<file path="src/rtl/lcd_pkg.sv">
// Shared definitions for the HD44780 character LCD controller:
// state encodings, command bytes and the init command table.
package lcd_pkg;

    typedef enum logic [2:0] {
        PWR_WAIT,
        INIT,
        IDLE,
        ADDR1,
        LINE1,
        ADDR2,
        LINE2
    } state_t;

    typedef enum logic [1:0] {
        B_IDLE,
        B_SETUP,
        B_EN,
        B_WAIT
    } bus_state_t;

    localparam logic [7:0] CMD_FUNC_SET = 8'h38;
    localparam logic [7:0] CMD_DISP_ON  = 8'h0C;
    localparam logic [7:0] CMD_ENTRY    = 8'h06;
    localparam logic [7:0] CMD_CLEAR    = 8'h01;
    localparam logic [7:0] CMD_LINE1    = 8'h80;
    localparam logic [7:0] CMD_LINE2    = 8'hC0;

    function automatic logic [7:0] init_cmd(input logic [1:0] step);
        logic [7:0] c;
        case (step)
            2'd0:    c = CMD_FUNC_SET;
            2'd1:    c = CMD_DISP_ON;
            2'd2:    c = CMD_ENTRY;
            default: c = CMD_CLEAR;
        endcase
        return c;
    endfunction

endpackage

</file>
<file path="src/rtl/lcd_bus_write.sv">
// One HD44780 write: setup cycle, T_EN enable-high cycles, then a
// post-strobe wait. A new start is accepted in the last wait cycle.
module lcd_bus_write
    import lcd_pkg::*;
#(
    parameter int T_EN  = 25,
    parameter int T_CMD = 2500,
    parameter int T_CLR = 100000,
    parameter int CW    = 17
) (
    input  logic       clk,
    input  logic       rst,
    input  logic       start,
    input  logic       rs,
    input  logic [7:0] data,
    input  logic       long_wait,
    output logic       ready,
    output logic       done,
    output logic       lcd_rs,
    output logic       lcd_e,
    output logic [7:0] lcd_data
);

    localparam logic [CW-1:0] EN_LAST  = CW'(T_EN - 1);
    localparam logic [CW-1:0] CMD_LAST = CW'(T_CMD - 1);
    localparam logic [CW-1:0] CLR_LAST = CW'(T_CLR - 1);
    localparam logic [CW-1:0] ONE      = CW'(1);

    bus_state_t    state;
    bus_state_t    next;
    logic [CW-1:0] cnt;
    logic [CW-1:0] cnt_n;
    logic          long_q;
    logic [CW-1:0] wait_last;

    assign wait_last = long_q ? CLR_LAST : CMD_LAST;
    assign done      = (state == B_WAIT) && (cnt == wait_last);
    assign ready     = (state == B_IDLE) || done;

    // Phase sequencing; a pending start chains straight into a new setup.
    always_comb begin
        next  = state;
        cnt_n = '0;
        unique case (state)
            B_IDLE: begin
                if (start) next = B_SETUP;
            end
            B_SETUP: begin
                next = B_EN;
            end
            B_EN: begin
                if (cnt == EN_LAST) next = B_WAIT;
                else cnt_n = cnt + ONE;
            end
            B_WAIT: begin
                if (done) next = start ? B_SETUP : B_IDLE;
                else cnt_n = cnt + ONE;
            end
            default: next = B_IDLE;
        endcase
    end

    // Registered phase, counter and bus pins; rs/data only move on accept.
    always_ff @(posedge clk) begin
        if (rst) begin
            state    <= B_IDLE;
            cnt      <= '0;
            long_q   <= 1'b0;
            lcd_e    <= 1'b0;
            lcd_rs   <= 1'b0;
            lcd_data <= 8'h00;
        end else begin
            state <= next;
            cnt   <= cnt_n;
            lcd_e <= (next == B_EN);
            if (ready && start) begin
                lcd_rs   <= rs;
                lcd_data <= data;
                long_q   <= long_wait;
            end
        end
    end

endmodule

</file>
<file path="src/rtl/lcd_controller.sv">
// HD44780 2x16 controller: power-up wait, init sequence, then
// redraws a snapshot of the 32-char message on each refresh.
module lcd_controller
    import lcd_pkg::*;
#(
    parameter int T_PWR = 750000,
    parameter int T_EN  = 25,
    parameter int T_CMD = 2500,
    parameter int T_CLR = 100000
) (
    input  logic         clk,
    input  logic         rst,
    input  logic [255:0] message,
    input  logic         refresh,
    output logic         lcd_rs,
    output logic         lcd_rw,
    output logic         lcd_e,
    output logic [7:0]   lcd_data,
    output logic         busy,
    output logic         frame_done
);

    localparam int M1   = (T_PWR > T_CLR) ? T_PWR : T_CLR;
    localparam int M2   = (T_EN > T_CMD) ? T_EN : T_CMD;
    localparam int MAXW = (M1 > M2) ? M1 : M2;
    localparam int CW   = $clog2(MAXW + 1);

    localparam logic [CW-1:0] PWR_LAST = CW'(T_PWR - 1);
    localparam logic [CW-1:0] ONE      = CW'(1);

    state_t        state;
    state_t        next;
    logic [CW-1:0] cnt;
    logic [CW-1:0] cnt_n;
    logic [1:0]    step;
    logic [1:0]    step_n;
    logic [4:0]    idx;
    logic [4:0]    idx_n;
    logic          drain;
    logic          drain_n;
    logic          pending;
    logic [255:0]  frame;
    logic          load;

    logic          start;
    logic          wr_rs;
    logic [7:0]    wr_data;
    logic          long_wait;
    logic          ready;
    logic          done;
    logic [7:0]    cur_char;

    assign cur_char  = frame[{idx, 3'b000} +: 8];
    assign long_wait = !wr_rs && (wr_data == CMD_CLEAR);
    assign busy      = (state != IDLE);
    assign lcd_rw    = 1'b0;

    // Sequencer: picks the next byte to offer and advances on accept;
    // drain waits for the final write of INIT/LINE2 to finish.
    always_comb begin
        next       = state;
        cnt_n      = cnt;
        step_n     = step;
        idx_n      = idx;
        drain_n    = drain;
        load       = 1'b0;
        start      = 1'b0;
        wr_rs      = 1'b0;
        wr_data    = 8'h00;
        frame_done = 1'b0;
        unique case (state)
            PWR_WAIT: begin
                if (cnt == PWR_LAST) begin
                    next  = INIT;
                    cnt_n = '0;
                end else begin
                    cnt_n = cnt + ONE;
                end
            end
            INIT: begin
                if (!drain) begin
                    start   = 1'b1;
                    wr_data = init_cmd(step);
                    if (ready) begin
                        if (step == 2'd3) drain_n = 1'b1;
                        else step_n = step + 2'd1;
                    end
                end else if (done) begin
                    next    = IDLE;
                    drain_n = 1'b0;
                    step_n  = 2'd0;
                end
            end
            IDLE: begin
                if (refresh || pending) begin
                    next = ADDR1;
                    load = 1'b1;
                end
            end
            ADDR1: begin
                start   = 1'b1;
                wr_data = CMD_LINE1;
                if (ready) begin
                    next  = LINE1;
                    idx_n = 5'd0;
                end
            end
            LINE1: begin
                start   = 1'b1;
                wr_rs   = 1'b1;
                wr_data = cur_char;
                if (ready) begin
                    if (idx == 5'd15) next = ADDR2;
                    idx_n = idx + 5'd1;
                end
            end
            ADDR2: begin
                start   = 1'b1;
                wr_data = CMD_LINE2;
                if (ready) next = LINE2;
            end
            LINE2: begin
                if (!drain) begin
                    start   = 1'b1;
                    wr_rs   = 1'b1;
                    wr_data = cur_char;
                    if (ready) begin
                        if (idx == 5'd31) drain_n = 1'b1;
                        else idx_n = idx + 5'd1;
                    end
                end else if (done) begin
                    frame_done = 1'b1;
                    next       = IDLE;
                    drain_n    = 1'b0;
                    idx_n      = 5'd0;
                end
            end
            default: next = PWR_WAIT;
        endcase
    end

    // State, counters, snapshot and the one-deep pending redraw flag.
    always_ff @(posedge clk) begin
        if (rst) begin
            state   <= PWR_WAIT;
            cnt     <= '0;
            step    <= 2'd0;
            idx     <= 5'd0;
            drain   <= 1'b0;
            pending <= 1'b0;
            frame   <= '0;
        end else begin
            state <= next;
            cnt   <= cnt_n;
            step  <= step_n;
            idx   <= idx_n;
            drain <= drain_n;
            if (load) begin
                frame   <= message;
                pending <= 1'b0;
            end else if (refresh && state != IDLE) begin
                pending <= 1'b1;
            end
        end
    end

    lcd_bus_write #(
        .T_EN  (T_EN),
        .T_CMD (T_CMD),
        .T_CLR (T_CLR),
        .CW    (CW)
    ) u_bus (
        .clk       (clk),
        .rst       (rst),
        .start     (start),
        .rs        (wr_rs),
        .data      (wr_data),
        .long_wait (long_wait),
        .ready     (ready),
        .done      (done),
        .lcd_rs    (lcd_rs),
        .lcd_e     (lcd_e),
        .lcd_data  (lcd_data)
    );

endmodule

</file>
<file path="config.mk">
export PLATFORM = sky130hd
export DESIGN_NAME = lcd_controller
export DESIGN_NICKNAME = d
export VERILOG_FILES = /design/src/rtl/lcd_pkg.sv /design/src/rtl/lcd_bus_write.sv /design/src/rtl/lcd_controller.sv
export SDC_FILE = /design/constraint.sdc
export NUM_CORES = 1
export LEC_CHECK = 0
export ABC_AREA = 1
export CORE_AREA = 3 3 172 174
export CTS_CLUSTER_DIAMETER = 80
export CTS_CLUSTER_SIZE = 30
export DETAILED_ROUTE_END_ITERATION = 6
export DIE_AREA = 0 0 175 177
export PLACE_DENSITY = 0.88
export SLEW_MARGIN = 10
export SYNTH_ARGS = -nofsm -noshare
export SYNTH_HDL_FRONTEND = slang
export SYNTH_SLANG_ARGS = --single-unit
</file>
<file path="constraint.sdc">
create_clock -name clk -period 2.2 [get_ports clk]
set_input_delay 0.33 -clock clk [delete_from_list [all_inputs] [get_ports clk]]
set_output_delay 0.33 -clock clk [all_outputs]
set_load 0.02 [all_outputs]
</file>
# [Word-level counts from Yosys, hierarchy flattened]
# Cells that the tools add are included.
[totals] out_inout_bits=13 wordCells=120 in_bits=259 register_bits=321
[classes] n_mux=50 n_addsub=4 reduce_logical=19 shifts=1 eq_ne=33
[op_table] op="$shiftx A256 B9 Y8" n=1
[op_table] op="$mux W20" n=3
[op_table] op="$add A20 B1 Y20 const B" n=2
[op_table] op="$pmux W20 S2" n=1
[op_table] op="$pmux W8 S5" n=1
[op_table] op="$mux W5" n=6
[op_table] op="$mux W3" n=8
[op_table] op="$eq A20 B20 Y1" n=1
[op_table] op="$eq A20 B20 Y1 const B" n=1
[op_table] op="$eq A20 B5 Y1 const B" n=1
[op_table] op="$pmux W3 S6" n=1
[op_table] op="$pmux W6 S3" n=1
[op_table] op="$mux W17" n=1
[op_table] op="$pmux W5 S3" n=1
[op_table] op="$mux W1" n=14
[op_table] op="$mux W2" n=7
[op_table] op="$ne A2 B1 Y1 const B" n=6
[op_table] op="$eq A2 B2 Y1 const B" n=5
[op_table] op="$eq A3 B3 Y1 const B" n=3
[op_table] op="$ne A3 B2 Y1 const B" n=3
[op_table] op="$eq A8 B1 Y1 const B" n=1
[op_table] op="$mux W8" n=1
[op_table] op="$ne A2 B2 Y1 const B" n=4
[op_table] op="$pmux W2 S4" n=1
[op_table] op="22 further kinds" n=33

# [Depth between registers and ports, before layout]
# Gate-level depths: netlist of run 1.
[logic_depth] ltp_word=7 ltp_mapped=17 mapped_depth_nobuf=16

# [By module]
# Synthesis of run 1 repeated with hierarchy kept, for this count alone.
[hier_totals] cells_unflattened=2173 hier_area_um2=15195.8
[by_module_without_submodules] module="lcd_controller" cells_each=1919 area_each_um2=13455.4 seq_area_each_um2=5765.5 instances=1
[by_module_without_submodules] module="lcd_bus_write" cells_each=254 area_each_um2=1740.4 seq_area_each_um2=660.6 instances=1

# [Worst setup path before layout of run 1]
# Ideal clock, no wire load.
[synth_path] kind="reg-to-output" start="register u_bus.cnt[16]" end="output port frame_done" arrival_ps=1412 required_time_ps=1870 path_stages_with_launch=5 path_buffers=0 slack_ps=458 path_cell_list="dfxtp_1 nand2_1 o41ai_1 nand4_1 nor3_1"
[synth_between] elab_chain_len=5
[synth_lines] element="from (decl)" line="lcd_bus_write.sv:31" text="logic [CW-1:0] cnt;"
[synth_lines] element="from (signal assigned)" line="lcd_bus_write.sv:74" text="cnt <= cnt_n;"
[synth_lines] element="$eq A20 B20 Y1" line="lcd_bus_write.sv:37" text="assign done = (state == B_WAIT) && (cnt == wait_last);"
[synth_lines] element="$logic_and A1 B1 Y1" line="lcd_bus_write.sv:37"
[synth_lines] element="$mux W1" line="lcd_controller.sv:131" text="end else if (done) begin"
[synth_lines] element="$mux W1" line="lcd_controller.sv:123" text="if (!drain) begin"
[synth_lines] element="$mux W1" line="lcd_controller.sv:71" text="unique case (state)"
[synth_lines] element="to (decl)" line="lcd_controller.sv:20" text="output logic frame_done"
# No other way between the ends.

# [Worst setup path after layout of run 1]
[layout_path] start="register u_bus.cnt[10]" end="output port frame_done"
# Same word-level chain as after synthesis.

==> reports/results.ini, run 1 <==
[outcome]
status = finished clean

[sta]
post-route-period-util_pct = 96.3
max_freq_ghz = 0.472
skew_ns = 0.0464
setup_tns_ns = 0
relSlewSlack_pct = 58.6
slew_violations = 0
rsz0062_at_grt = yes
final.setup.worst_slack_ns = 0.0812
tightest_slew_ns = 0.621
setup_viol = 0
period_minus_slack_ns = 2.12
hold_viol = 0

[cells_and_area]
layout-drive-gt1-share_pct = 6.37
regArea_mm2 = 0.00646
nNetsFinal = 2635
area_growth_pct = 25.2
fillers = 2390
multi_input_area_mm2 = 0.00743
diodes = 0

[setup_path]
crit_path_max_fanout = 6
path_class = reg2out
timing.rr.start = idx[2]$_SDFFE_PP0P_
r2r_setup_slack_ns = 0.18
arrival_ns = 1.79
required_ns = 1.87
startpoint_type = flop
reg2reg_depth = 12
worstReg2RegEnd = u_bus.long_q$_SDFFE_PP0P_
end_kind = primary output

[floorplan]
die_area_mm2 = 0.0310
row_count = 61
pin_count = 272
die_height_um = 177
die_w_um = 175
core_mm2 = 0.0279
initial_core_util_pct = 53.2

[global_route]
grt_pass1_vias = 14600
antenna_found_initial = 1
track_usage_pct = 29.4
gr-total-overflow = 0
grt_pass1_wl_um = 74500
grt_max_degree = 71

[route]
drtIter0Drc = 1569
routedWlPerCell_um = 17.0
vias = 15400
wirelength_um = 46800
drt_first_pass_iters = 6
ant_nets = 0
via_per_inst = 5.61
drc_errors = 0

[yosys]
async_flop_share_pct = 0
synth_cell_types = 47
synth-main-ff-cell = dfxtp_1
ys_ff_latch = 321
syn-instance-count = 2166
synth_top_area_share_pct = 43.2
syn-cell-area_mm2 = 0.0149
synth_area_leaders = dfxtp_1 43%, nor2_1 15%, o21ai_0 9.9%
syn_nets = 2437
syn_area_per_cell_um2 = 6.87
yosys.area.top_type = dfxtp_1
synth-edff-count = 0
ys_warn_count = 0
ys_seq_area_share_pct = 43.2

[placement]
pre_cts_ws_ns = 0.151
hpwl_um = 34100
finalWeightedCongestion = 0.970
portBuffers = 270

[hold_path]
worstHoldPathCells = 3
worst_hold_path.endpoint = frame[29]$_SDFFE_PP0P_
hold_class = in2reg
holdCritStartpoint = message[29]

[power_and_ir_drop]
total_power_mw = 9.73
powerDensity_mw_per_mm2 = 522
max-vdd-ir-drop_uv = 440
power.leakage_nw = 7.66

[cts]
cts_inserted_buffers = 15
cts_tree = yes
tritoncts_num_sinks = 321
cts-root-buf = clkbuf_16
clkLatencyLatePin_ns = 0.53
clockBufferDepth = 3
clkTransAtPathRegs_ns = 0.11
htree_levels = 1

[job]
maxCapViolations = 0

[worst max-delay path, cell delays in order (launching register included)]
cell	delay [ns]
dfxtp_4	0.39
inv_1	0.09
nand3_1	0.11
o41ai_2	0.27
nand4_1	0.13
nor3_2	0.13
buf_4	0.17
[worst max-delay path by stage]
stage          cells past startpoint  slack [ns]                              to                startpoint
6_report                           6        0.08                      frame_done  u_bus.cnt[10]$_SDFF_PP0_
5_1_grt                            6       -0.03                      frame_done  u_bus.cnt[11]$_SDFF_PP0_
4_1_cts                            6        0.02                      frame_done   u_bus.cnt[2]$_SDFF_PP0_
3_5_place_dp                      11        0.15  u_bus.lcd_data[1]$_SDFFE_PP0P_   u_bus.cnt[0]$_SDFF_PP0_
3_3_place_gp                       9        0.08  u_bus.lcd_data[5]$_SDFFE_PP0P_   u_bus.cnt[0]$_SDFF_PP0_
2_1_floorplan                      4        0.46                      frame_done  u_bus.cnt[16]$_SDFF_PP0_
[state kept, by name (all words and copies together) (netlist names)]
signal / count
frame: 256
cnt: 20
u_bus.cnt: 20
u_bus.lcd_data: 8
idx: 5
state: 3
step: 2
u_bus.state: 2
drain: 1
pending: 1
u_bus.lcd_e: 1
u_bus.lcd_rs: 1
u_bus.long_q: 1
[routing by layer]
layer  part of all wire, %  wire length (um)  track usage, %
met1                    40             19000            38.5
met2                    46             21600            48.2
met3                   9.2              4290            5.71
met4                   4.3              2020            11.5
met5                 0.019                 9           0.160
[per-stage QoR]
stage | cell area (um2) | util (%) | cells | hold slack, ns
5_1_grt | 18600 | 66.6 | 2748 | 0.387
6_report | 18600 | 66.6 | 2748 | 0.376
3_5_place_dp | 18100 | 64.6 | 2722 | 0.440
3_3_place_gp | 18100 | 64.6 | 2722 | 0.429
2_1_floorplan | 14900 | - | 2166 | 0.417
4_1_cts | 18500 | 66.3 | 2745 | 0.372
[layout make-up]
class / instances / share of cell area [%]
inverters: 93 / 2.00
clock buffers: 19 / 2.15
repair buffers: 328 / 18.5
multi-input cells: 1605 / 39.9
well taps: 378 / 2.54
clock inverters: 4 / 0.269
flip-flops and latches: 321 / 34.7
[logic make-up after synthesis]
| kind of cell | Yosys count | synth area share (%) |
|---|---|---|
| xor+xnor | 23 | 1.35 |
| fa+ha+maj | 12 | 1.01 |
| buf+inv | 240 | 7.23 |
| other cells | 1 | 0.0252 |
| flops | 321 | 43.2 |
| simple gates | 1153 | 32.2 |
| compound gates | 416 | 15.0 |
[where the power goes]
| part | switching (mW) | leakage, nW | internal, mW |
|---|---|---|---|
| Combinational | 0.194 | 4.84 | 0.434 |
| Sequential | 0.00452 | 2.59 | 5.81 |
| Clock | 1.94 | 0.218 | 1.35 |
[Yosys cell counts (3+ instances only)]
cell         n
a2111oi_0    3
inv_2       17
clkbuf_1    71
ha_1        12
nor3_1      13
nor2_1     603
nand2_4      4
o21ai_0    293
a21oi_1     45
a211oi_1     5
nor2_2       9
dfxtp_1    321
o221ai_1    16
nor4_1       6
a31oi_1      5
nand3_1    159
a221oi_1     3
xor2_1      18
o21ai_1     29
o211ai_1     7
nand4_1     15
nand2_1    327
nor3_2       3
buf_4       12
inv_1       75
xnor2_1      5
buf_2       54
buf_6        8
[what timing repair did]
action | in CTS | in global routing
gates resized for setup | 9 | 25
setup endpoints to repair | 2 | 8
hold buffers | 0 | 0
pin swaps | 0 | 2
setup buffers | 0 | 3
[placed cells by master (no fill, tap or decap), types with 11 or more instances in the layout]
cell type / count
buf_4: 34
xor2_1: 18
nand3_1: 158
o21ai_0: 292
nor3_1: 12
a21oi_1: 44
o21ai_1: 30
clkbuf_16: 15
inv_2: 15
inv_1: 72
o221ai_1: 16
clkdlybuf4s50_1: 268
nand2_1: 325
nand4_1: 15
dfxtp_1: 307
ha_1: 11
nor2_1: 603
buf_12: 24
(Power assumes the default switching activity.)
==> run 2: changes to the inputs <==
--- a/config.mk
+++ b/config.mk
@@ -6,11 +6,11 @@
 export NUM_CORES = 1
 export LEC_CHECK = 0
 export ABC_AREA = 1
-export CORE_AREA = 3 3 172 174
+export CORE_AREA = 3 3 154 194
 export CTS_CLUSTER_DIAMETER = 80
 export CTS_CLUSTER_SIZE = 30
 export DETAILED_ROUTE_END_ITERATION = 6
-export DIE_AREA = 0 0 175 177
+export DIE_AREA = 0 0 157 197
 export PLACE_DENSITY = 0.88
 export SLEW_MARGIN = 10
 export SYNTH_ARGS = -nofsm -noshare
==> run 2 against run 1 <==
  * Highest routed layer is now met4
  * Critical path type unchanged
  * The run now ends with DRC left
  * Cell count down 1.0%
  * Total power down 0.46%
  * Combinational power down 3%
  * Clock-buffer cell count down 1
  * Clock power down 1%
  * Clock skew down 0.017 ns
  * Register-to-register slack worse by 0.05 ns
  * Global-route usage down 0.11 points
  * Hold slack better by 0.017 ns
==> reports/results.ini, run 2 (synthesized netlist as in run 1, its figures left out) <==
[outcome]
status = finished with violations
violations = DRC

[route]
drc_errors = 1
vias = 15300
ant_nets = 0
routedWlPerCell_um = 17.2
drt_first_pass_iters = 7
via_per_inst = 5.62
wirelength_um = 46800
drtIter0Drc = 1455

[cells_and_area]
reg.largest.list = frame (256), cnt (20), u_bus.cnt (20)
nNetsFinal = 2632
area_growth_pct = 23.8
diodes = 0
fillers = 2407
mostFrequentLayoutCells = 603 x nor2_1, 327 x nand2_1, 316 x dfxtp_1, 293 x o21ai_0, 268 x clkdlybuf4s50_1
largest_register = frame
stdcell_count = 2720
final_common_cell = nor2_1
layout-drive-gt1-share_pct = 5.62
largest_register_ffs = 256
final_area_mm2 = 0.0184

[power_and_ir_drop]
max-vdd-ir-drop_uv = 440
powerDensity_mw_per_mm2 = 526
total_power_mw = 9.68
power.leakage_nw = 7.60

[setup_path]
path_class = reg2out
arrival_ns = 1.82
required_ns = 1.87
end_kind = primary output
startpoint_type = flop
crit_path_max_fanout = 4

[sta]
post-route-period-util_pct = 97.8
skew_ns = 0.0291
period_minus_slack_ns = 2.15
relSlewSlack_pct = 59.9
setup_viol = 0
rsz0062_at_grt = yes
slew_violations = 0
max_freq_ghz = 0.465
tightest_slew_ns = 0.600
hold_viol = 0

[global_route]
track_usage_pct = 29.3
grt_pass1_wl_um = 73900
antenna_found_initial = 0
grt_pass1_vias = 14600
grt_max_degree = 121
gr-total-overflow = 0

[cts]
clkLatencyLatePin_ns = 0.52
cts_inserted_buffers = 15
postCtsSetupBuffers = 0
cts-root-buf = clkbuf_16
tritoncts_num_sinks = 321
htree_levels = 1
cts_tree = yes
clkTransAtPathRegs_ns = 0.11
clockBufferDepth = 3

[hold_path]
hold_class = in2reg

[job]
maxCapViolations = 0

[floorplan]
row_count = 69
pin_count = 272
core_mm2 = 0.0282
die_height_um = 197
initial_core_util_pct = 52.7
die_area_mm2 = 0.0309
die_w_um = 157

[placement]
portBuffers = 270
dp.cells = 2699
hpwl_um = 33700
finalWeightedCongestion = 0.944
place_area_mm2 = 0.0179

## run 2: metrics by stage
step           setup slack (ns)  utilization [%]  setup TNS, ns  hold WS, ns
2_1_floorplan             0.458                -              0        0.417
3_3_place_gp             0.0908             63.6              0        0.431
3_5_place_dp             0.0736             63.6              0        0.438
4_1_cts                 0.00200             65.1              0        0.383
5_1_grt                 -0.0585             65.2        -0.0585        0.390
6_report                 0.0493             65.2              0        0.393
## run 2: per-layer routing
layer / part of all wire [%] / vias up / GRT usage [%]
met5: 0 / - / 0
met4: 4.3 / 0 / 12.1
met3: 7.4 / 115 / 3.78
met2: 49 / 724 / 49.7
li1: - / 7423 / -
met1: 40 / 7012 / 37.5
## run 2: power by group
part | internal, mW | total, mW | switching (mW)
clock network | 1.34 | 3.25 | 1.91
registers | 5.81 | 5.82 | 0.00475
logic | 0.433 | 0.612 | 0.179
total | 7.59 | 9.68 | 2.10
## run 2: worst max-delay path, stage by stage (launching register included)
cell	delay, ns
dfxtp_1	0.35
inv_1	0.11
nand4_1	0.14
o41ai_2	0.25
nand4_1	0.14
nor3_2	0.15
buf_4	0.17
## run 2: final timing paths
| check | from | endpoint | slack (ns) | cells after the start |
|---|---|---|---|---|
| worst min-delay path | message[26] | frame[26]$_SDFFE_PP0P_ | 0.39 | 3 |
| worst max register to register | idx[2]$_SDFFE_PP0P_ | u_bus.long_q$_SDFFE_PP0P_ | 0.13 | 13 |
| worst min register to register | frame[53]$_SDFFE_PP0P_ | frame[53]$_SDFFE_PP0P_ | 0.46 | 2 |
| worst max-delay path | u_bus.cnt[3]$_SDFF_PP0_ | frame_done | 0.05 | 6 |
## run 2: layout make-up
| cell class | instances | area (um2) | share of cell area [%] |
|---|---|---|---|
| tap | 355 | 444 | 2.41 |
| clock inverter | 3 | 43.8 | 0.238 |
| multi-input combinational | 1605 | 7400 | 40.2 |
| sequential | 321 | 6430 | 34.9 |
| inverter | 93 | 365 | 1.98 |
| timing repair buffer | 325 | 3330 | 18.1 |
| clock buffer | 18 | 397 | 2.15 |
## run 2: what timing repair did
| action | CTS | global route |
|---|---|---|
| hold endpoints to repair | 0 | 0 |
| hold buffers | 0 | 0 |
| pin swaps | 0 | 1 |
| endpoints found under the setup margin | 1 | 14 |
| resized for setup | 7 | 9 |
==> run 3: changes to the inputs <==
--- a/config.mk
+++ b/config.mk
@@ -6,6 +6,7 @@
 export NUM_CORES = 1
 export LEC_CHECK = 0
 export ABC_AREA = 1
+export ABC_CLOCK_PERIOD_IN_PS = 2400
 export CORE_AREA = 3 3 154 194
 export CTS_CLUSTER_DIAMETER = 80
 export CTS_CLUSTER_SIZE = 30
==> constraint.sdc (replaced) <==
create_clock -name clk -period 2.4 [get_ports clk]
set_input_delay 0.36 -clock clk [delete_from_list [all_inputs] [get_ports clk]]
set_output_delay 0.36 -clock clk [all_outputs]
set_load 0.02 [all_outputs]
==> run 3 against run 2 <==
  * The run still ends with DRC left
  * Register-to-register slack better by 0.02 ns
  * First-iteration DRC count up 3.8%
  * Cell count fell by 0.44%
  * Die area did not move
  * Total power is 8.9% lower
  * Critical path depth is the same
  * Core utilization decreased by 0.46 points
  * Critical path type unchanged
  * Highest routed layer unchanged
==> reports/results.ini, run 3 (synthesized netlist as in run 1, its figures left out) <==
[outcome]
status = finished with violations
violations = DRC

[cells_and_area]
largest_register = frame
utilization_pct = 64.8
nNetsFinal = 2620
diodes = 0
area_growth_pct = 23.0
layout-drive-gt1-share_pct = 4.93
reg.largest.list = frame (256), cnt (20), u_bus.cnt (20)
final_common_cell = nor2_1
fillers = 2378
mostFrequentLayoutCells = 603 x nor2_1, 327 x nand2_1, 319 x dfxtp_1, 293 x o21ai_0, 269 x clkdlybuf4s50_1
largest_register_ffs = 256

[global_route]
busiest_layer = met2
grt.met1_usage_pct = 36.3
grt_pass1_vias = 14600
track_usage_pct = 28.6
grt_pass1_wl_um = 72300
antenna_found_initial = 0
gr-total-overflow = 0
grt_max_degree = 174
grt_use_met3_pct = 3.12
use_met2_pct = 48.4

[cts]
clkLatencyLatePin_ns = 0.51
cts_hold_buf = 0
tritoncts_num_sinks = 321
cts_tree = yes
postCtsSetupBuffers = 0
htree_levels = 1
clockBufferDepth = 3
cts_inserted_buffers = 15
clkTransAtPathRegs_ns = 0.12
cts-root-buf = clkbuf_16

[floorplan]
initial_core_util_pct = 52.7
die_height_um = 197
core_mm2 = 0.0282
row_count = 69
die_w_um = 157
die_area_mm2 = 0.0309
pin_count = 272

[sta]
setup_viol = 0
post-route-period-util_pct = 94.4
hold_viol = 0
period_minus_slack_ns = 2.27
relSlewSlack_pct = 50.0
max_freq_ghz = 0.441
slew_violations = 0
rsz0062_at_grt = no
setup_tns_ns = 0
tightest_slew_ns = 0.750
skew_ns = 0.0207

[route]
via_per_inst = 5.59
drtIter0Drc = 1511
drc_errors = 2
routedWlPerCell_um = 16.9
vias = 15100
drt_first_pass_iters = 7
wirelength_um = 45900
ant_nets = 0

[placement]
finalWeightedCongestion = 0.906
portBuffers = 270
hpwl_um = 32400

[setup_path]
path_class = reg2out
cp_slowest_cell = dfxtp_1
cpPeakStageDelay_ns = 0.37
arrival_ns = 1.91
end_kind = primary output
cp_cell_sequence = inv_1 > nand2_1 > o41ai_1 > nand4_1 > nor3_2 > buf_2
path_buf_inv = 2
required_ns = 2.04
startpoint_type = flop
worstReg2RegEnd = u_bus.long_q$_SDFFE_PP0P_
crit_path_max_fanout = 5
timing.rr.start = idx[0]$_SDFFE_PP0P_
reg2reg_depth = 15
critPathTopFamily = simple AND/OR/NAND/NOR gates
r2r_setup_slack_ns = 0.15

[hold_path]
worst_hold_path.endpoint = frame[63]$_SDFFE_PP0P_
holdCritStartpoint = message[63]
worstHoldPathCells = 3
hold_class = in2reg

[job]
maxCapViolations = 0

[power_and_ir_drop]
power.leakage_nw = 7.53
max-vdd-ir-drop_uv = 478
powerDensity_mw_per_mm2 = 482

==> run 3: worst max path at each step <==
stage	start	to	slack (ns)	cells after the start
after floorplan	u_bus.cnt[16]$_SDFF_PP0_	frame_done	0.63	4
after global placement	u_bus.cnt[10]$_SDFF_PP0_	frame_done	0.20	6
after detailed placement	u_bus.cnt[6]$_SDFF_PP0_	frame_done	0.20	6
after CTS	u_bus.cnt[6]$_SDFF_PP0_	frame_done	0.005	6
after global routing	idx[0]$_SDFFE_PP0P_	u_bus.long_q$_SDFFE_PP0P_	0.02	15
final	u_bus.cnt[6]$_SDFF_PP0_	frame_done	0.13	6
==> run 3: routing by layer <==
metal  vias to the layer above  routed length (um)
met5                         -                   0
met1                      6882               17900
met4                         0                2380
met2                       715               22300
li1                       7375                   -
met3                       155                3320
==> run 3: worst register-to-register path, cell delays in order, from the launching register on <==
cell and delay, ns:
dfxtp_4 0.56, inv_4 0.09, buf_12 0.20, nand2_1 0.11
nand3_1 0.08, nand3_1 0.18, nand3_1 0.19, nand3_1 0.13
nand2_1 0.07, nand2_1 0.11, nand2_1 0.06, nor2_1 0.10
nand3_1 0.07, nor2_1 0.10, nor2_1 0.04, nor2_1 0.09
==> run 3: area by class of cell <==
type | count | area, um2 | share of cell area (%)
clock buffer | 16 | 379 | 2.07
clock inverter | 5 | 52.6 | 0.287
inverter | 93 | 365 | 2.00
multi-input combinational | 1605 | 7380 | 40.4
sequential | 321 | 6430 | 35.2
tap | 355 | 444 | 2.43
timing repair buffer | 313 | 3230 | 17.7
==> run 3: stage by stage <==
step	cell area (um2)	setup WS, ns	instances	total power [mW]	hold slack [ns]
2_1_floorplan	14900	0.628	2166	5.54	0.417
3_3_place_gp	17900	0.200	2687	6.00	0.431
3_5_place_dp	17900	0.199	2687	6.00	0.433
4_1_cts	18300	0.00474	2708	8.86	0.407
5_1_grt	18300	0.0153	2708	9.10	0.424
6_report	18300	0.134	2708	8.82	0.413
==> run 3: report_power, final <==
part	total [mW]	switching (mW)	internal, mW	leakage [nW]
clock	2.93	1.74	1.19	0.208
sequential	5.33	0.00426	5.33	2.59
combinational	0.555	0.161	0.394	4.74
==> run 3: repair_timing <==
item / in CTS / in global routing
pin swaps: 0 / 1
endpoints found under the setup margin: 1 / 2
resized for setup: 4 / 3
